`config.mk`:
```
export PLATFORM = sky130hd
export DESIGN_NAME = mac_dot_product_sequencer
export DESIGN_NICKNAME = d
export VERILOG_FILES = /design/src/rtl/mac_dot_product_sequencer.sv
export SDC_FILE = /design/constraint.sdc
export NUM_CORES = 1
export LEC_CHECK = 0
export ABC_AREA = 1
export CORE_AREA = 3 3 138 140
export CTS_BUF_LIST = sky130_fd_sc_hd__clkbuf_2
export DETAILED_ROUTE_END_ITERATION = 12
export DIE_AREA = 0 0 141 143
export SLEW_MARGIN = 20
export SYNTH_ARGS = -nofsm -noshare
export SYNTH_HDL_FRONTEND = slang
export SYNTH_SLANG_ARGS = --single-unit
```
`constraint.sdc`:
```
create_clock -name clock0 -period 3.25 [get_ports clock0]
set_clock_uncertainty 0.05 [all_clocks]
set_input_delay 0.8125 -clock clock0 [delete_from_list [all_inputs] [get_ports clock0]]
set_output_delay 0.8125 -clock clock0 [all_outputs]
set_load 0.01 [all_outputs]
```
`src/rtl/mac_dot_product_sequencer.sv`:
```
// rtl/mac_dot_product_sequencer.sv - sequences operand beats through an external four-lane MAC and accumulates a dot product
module mac_dot_product_sequencer #(
    parameter int MAC_LATENCY = 2,
    parameter int ACC_WIDTH   = 32,
    parameter int CNT_WIDTH   = 8
) (
    input  logic                 clock0,
    input  logic                 reset,
    input  logic                 cfg_valid,
    output logic                 cfg_ready,
    input  logic [CNT_WIDTH-1:0] cfg_num_beats,
    input  logic                 in_valid,
    output logic                 in_ready,
    input  logic [31:0]          in_dataa,
    input  logic [31:0]          in_datab,
    output logic [31:0]          mac_dataa,
    output logic [31:0]          mac_datab,
    input  logic [15:0]          mac_result,
    output logic                 out_valid,
    input  logic                 out_ready,
    output logic [ACC_WIDTH-1:0] out_data,
    output logic                 busy
);

    typedef enum logic [1:0] {
        IDLE  = 2'd0,
        RUN   = 2'd1,
        DRAIN = 2'd2,
        OUT   = 2'd3
    } state_t;

    // Tag pattern meaning "only the final beat is still in flight, at the last stage".
    localparam logic [MAC_LATENCY-1:0] TAG_LAST = MAC_LATENCY'(1) << (MAC_LATENCY - 1);

    state_t                 state_q;
    logic [CNT_WIDTH-1:0]   num_q;
    logic [CNT_WIDTH-1:0]   cnt_q;
    logic [MAC_LATENCY-1:0] tag_q;
    logic [MAC_LATENCY-1:0] tag_d;
    logic [ACC_WIDTH-1:0]   acc_q;
    logic [ACC_WIDTH-1:0]   acc_d;
    logic [ACC_WIDTH-1:0]   out_data_q;

    logic                   accept;
    logic                   last_beat;
    logic                   drain_done;
    logic signed [15:0]     mac_s;
    logic [ACC_WIDTH-1:0]   mac_ext;

    // Ready depends only on state; cfg_ready is also held low while reset is applied.
    assign cfg_ready = (state_q == IDLE) && !reset;
    assign in_ready  = (state_q == RUN);
    assign out_valid = (state_q == OUT);
    assign busy      = (state_q != IDLE);
    assign out_data  = out_data_q;

    assign accept    = in_valid && in_ready;
    assign last_beat = accept && ((cnt_q + CNT_WIDTH'(1)) == num_q);

    // Operands only reach the MAC in the accept cycle so idle cycles present zeros.
    assign mac_dataa = accept ? in_dataa : 32'd0;
    assign mac_datab = accept ? in_datab : 32'd0;

    assign mac_s   = mac_result;
    assign mac_ext = ACC_WIDTH'(mac_s);

    // The tag pipeline tracks which MAC outputs correspond to accepted beats.
    assign tag_d      = (tag_q << 1) | MAC_LATENCY'(accept);
    assign acc_d      = acc_q + (tag_q[MAC_LATENCY-1] ? mac_ext : '0);
    assign drain_done = (tag_q == TAG_LAST);

    // Control FSM together with the beat counter, accumulator and result register.
    always_ff @(posedge clock0 or posedge reset) begin
        if (reset) begin
            state_q    <= IDLE;
            num_q      <= '0;
            cnt_q      <= '0;
            tag_q      <= '0;
            acc_q      <= '0;
            out_data_q <= '0;
        end else begin
            tag_q <= tag_d;
            acc_q <= acc_d;
            case (state_q)
                IDLE: begin
                    if (cfg_valid) begin
                        num_q <= cfg_num_beats;
                        cnt_q <= '0;
                        acc_q <= '0;
                        tag_q <= '0;
                        if (cfg_num_beats == '0) begin
                            out_data_q <= '0;
                            state_q    <= OUT;
                        end else begin
                            state_q <= RUN;
                        end
                    end
                end
                RUN: begin
                    if (accept) begin
                        cnt_q <= cnt_q + CNT_WIDTH'(1);
                        if (last_beat) begin
                            state_q <= DRAIN;
                        end
                    end
                end
                DRAIN: begin
                    if (drain_done) begin
                        out_data_q <= acc_d;
                        state_q    <= OUT;
                    end
                end
                OUT: begin
                    if (out_ready) begin
                        state_q <= IDLE;
                    end
                end
                default: state_q <= IDLE;
            endcase
        end
    end

endmodule

```
==> results of run 1 <==
[timing repair]
item                                    CTS  global route
setup buffers                             1             0
endpoints found under the setup margin   64            49
resized for setup                        18            33
[worst max-delay path by stage]
| stage | endpoint | start | cells after the start | slack [ns] |
|---|---|---|---|---|
| after CTS | mac_dataa[26] | state_q[1]$_DFFE_PP0P_ | 6 | 0.04 |
| after global routing | mac_datab[22] | state_q[0]$_DFFE_PP0P_ | 5 | 0.002 |
| final | mac_datab[21] | state_q[0]$_DFFE_PP0P_ | 5 | 0.1 |
| after detailed placement | out_data[24]$_DFFE_PP0P_ | mac_result[0] | 15 | 0.05 |
| after floorplan | acc_q[0]$_DFF_PP0_ | reset | 1 | 0.22 |
| after global placement | mac_datab[9] | in_valid | 5 | 0.07 |
[layout make-up]
cell class                      instances  area [sq um]
Clock inverter                          4          76.3
Multi-Input combinational cell        701          3280
Sequential cell                        84          2100
Clock buffer                           10          50.0
Timing Repair Buffer                  214          2170
Inverter                              207           778
Tap cell                              229           287
Fill cell                            1893          9220
Antenna cell                            1          2.50
[power by group through the flow]
stage                     registers [mW]  clock network [mW]  logic, mW
final                               1.76               0.647       3.05
after detailed placement            1.78                   0       3.10
after global placement              1.77                   0       3.08
after floorplan                     1.78                   0       1.72
after CTS                           1.76               0.664       3.11
after global routing                1.82               0.708       3.43
[through the flow]
| step | utilization | cell area, sq um | worst slack (ns) |
|---|---|---|---|
| 6_report | 0.487 | 8750 | 0.0961 |
| 5_1_grt | 0.487 | 8750 | 0.00245 |
| 4_1_cts | 0.482 | 8660 | 0.0402 |
| 3_3_place_gp | 0.475 | 8540 | 0.0688 |
| 3_5_place_dp | 0.475 | 8540 | 0.0466 |
| 2_1_floorplan | - | 6250 | 0.222 |
[metal layers]
layer	share of wire	routed length (um)	up-vias	global-route usage
met2	0.49	9740	211	0.345
met3	0.079	1560	19	0.0613
met5	0	0	-	0
met1	0.41	8160	2965	0.232
met4	0.016	324	0	0.0510
li1	-	-	3451	-
[placed cells by master, fill, tap and decap left out, drive strengths merged, types with 21 or more instances in the layout]
| master | Yosys | final |
|---|---|---|
| ha | 22 | 22 |
| buf | 9 | 22 |
| dlymetal6s2s | 0 | 31 |
| nand2 | 324 | 324 |
| a21oi | 21 | 21 |
| clkdlybuf4s50 | 0 | 145 |
| nand3 | 78 | 78 |
| inv | 206 | 205 |
| o21ai | 43 | 43 |
| dfrtp | 84 | 84 |
| nor2 | 159 | 159 |
[critical path, stage by stage (launching register included)]
cell and delay (ns):
dfrtp_1 0.51, ha_4 0.20, nand2_2 0.08, buf_12 0.19, nor2_1 0.11, clkdlybuf4s50_1 0.56
[registers in the layout (all words and copies together) (netlist names)]
signal and flops:
out_data 32, acc_q 32, tag_q 2, cnt_q 8
num_q 8, state_q 2
[cells by family after synthesis]
family                     after synthesis
AOI/OAI and AO/OA                       73
xor gates and xnor gates                22
adders and majority gates               23
buffers and inverters                  231
DFF                                     84
and+or+nand+nor                        583
==> metrics.txt, run 1 <==
final instance count without filler cells=1,450; HP Start=tag_q[0]$_DFF_PP0_; synthesized area per cell=between 6 and 7 sq um; Yosys reg bits=84; clk sinks=84; CTS Buf Count=9; P_sw=2.41 mW; die span in y=between 100 and 150 um; die width=141 um; mux contribution to synthesized area=0; count leader, synth=nand2_1; final hold slack=0.461 ns; post-route ant nets=0; CP Capture Type=output port; startpoint class of the critical path=flip-flop; RSZ-0062 raised after global routing=no; Synth Area in XOR/XNOR=0.0308; sequential area share after synthesis=0.336; initial antenna violation count=1; critical path class=reg2out; final wirelength=19,800 um; Synth Area in Adders=0.0472; worst slew pin tran=approximately 0.66 ns; WP data arrival=roughly 2.3 ns; logic gate share of total power=0.559; clock slew at reported path FFs=0.24 ns; routability cong.=~0.9; share of layout cells above drive strength 1=0.0557; hold endpoint=tag_q[1]$_DFF_PP0_; Synth Net Count=~1,100; Clock Tree Buf Depth=2; Core ar.=18,000 sq um; via count=around 6,600; I/O pin count=193; asr flop ratio synth=1.00; Clock Latency Late Sink=between 0.6 and 0.7 ns; post-synthesis cell type count=35; H-tree levels=3; CP max FO=64; Worst IR Drop VDD=0.278 mV; sw frac=0.443; first-pass GRT wire length=31,600 um; synthesis-to-layout area growth=39.8%; GRT Util Overall=0.196; static leakage=5.40 nW; port bufs=192; Die Area=approximately 20,000 sq um; worst hold stages=2; Setup violations, final=0; DRC viols=0; Final #Nets=1,333; Root Buffer=clkbuf_2; Final HPWL DP=16,000 um; Synth top area share=0.336; sum of negative setup slack=0 ns; Final Hold Fails=0; status=complete, no violations; FF-to-FF path depth=12; simple-gate portion of the synthesized area=0.382; Synth Area in Compound Gates=0.0612; YS warnings=0; ys flop type=dfrtp_1; vias per std cell=between 4 and 5; Clock Power Share=0.119; Pint=3.04 mW; drt pass-1 iters=7; fin. max-slew vios=0; post-placement cell count=between 1,000 and 1,500; Mapped Area=~6300 sq um; Initial Utilization=0.348; Post-synth EDFFs=0; num rows=49; Wirelength per Cell=13.6 um; largest net degree at the start of global routing=65; CTS tree=built; Commonest cells post-synth=nand2_1, inv_1, nor2_1, dfrtp_1, nand3_1; highest clock rate=317 MHz; main combinational cell family by area after synthesis=simple AND/OR/NAND/NOR gates; reg-to-reg critical path startpoint=tag_q[1]$_DFF_PP0_; fin crit period=3.15 ns; Power, Total=5.45 mW; PwrDens=623 nW/um^2; Worst Path Required=2.39 ns; Min-Delay Path Class=reg2reg; Synth area leader=dfrtp_1; part of the power in registers=0.322; reg2reg end=out_data[27]$_DFFE_PP0P_; vias in the first global route=roughly 6,500; Post-Syn Instances=1,016; cts hold-fix bufs=0; slew margin rel.=0.563; iteration-0 DRC count of the detailed router=355; setup slack, reg-to-reg=0.58 ns; GRT overflow=0; top cells by area in the synthesized netlist=dfrtp_1, nand2_1, inv_1, nor2_1, nand3_1; crit share post-route=0.970; maxcap violations=0
No activity file was read; power rests on OpenSTA's default activity.
==> inputs of run 2 (changes only) <==
--- a/config.mk
+++ b/config.mk
@@ -8,6 +8,7 @@
 export ABC_AREA = 1
 export CORE_AREA = 3 3 138 140
 export CTS_BUF_LIST = sky130_fd_sc_hd__clkbuf_2
+export CTS_CLUSTER_SIZE = 12
 export DETAILED_ROUTE_END_ITERATION = 12
 export DIE_AREA = 0 0 141 143
 export SLEW_MARGIN = 20
==> results of run 2 <==
No change in the layout: final DEF, timing and power equal those of run 1.
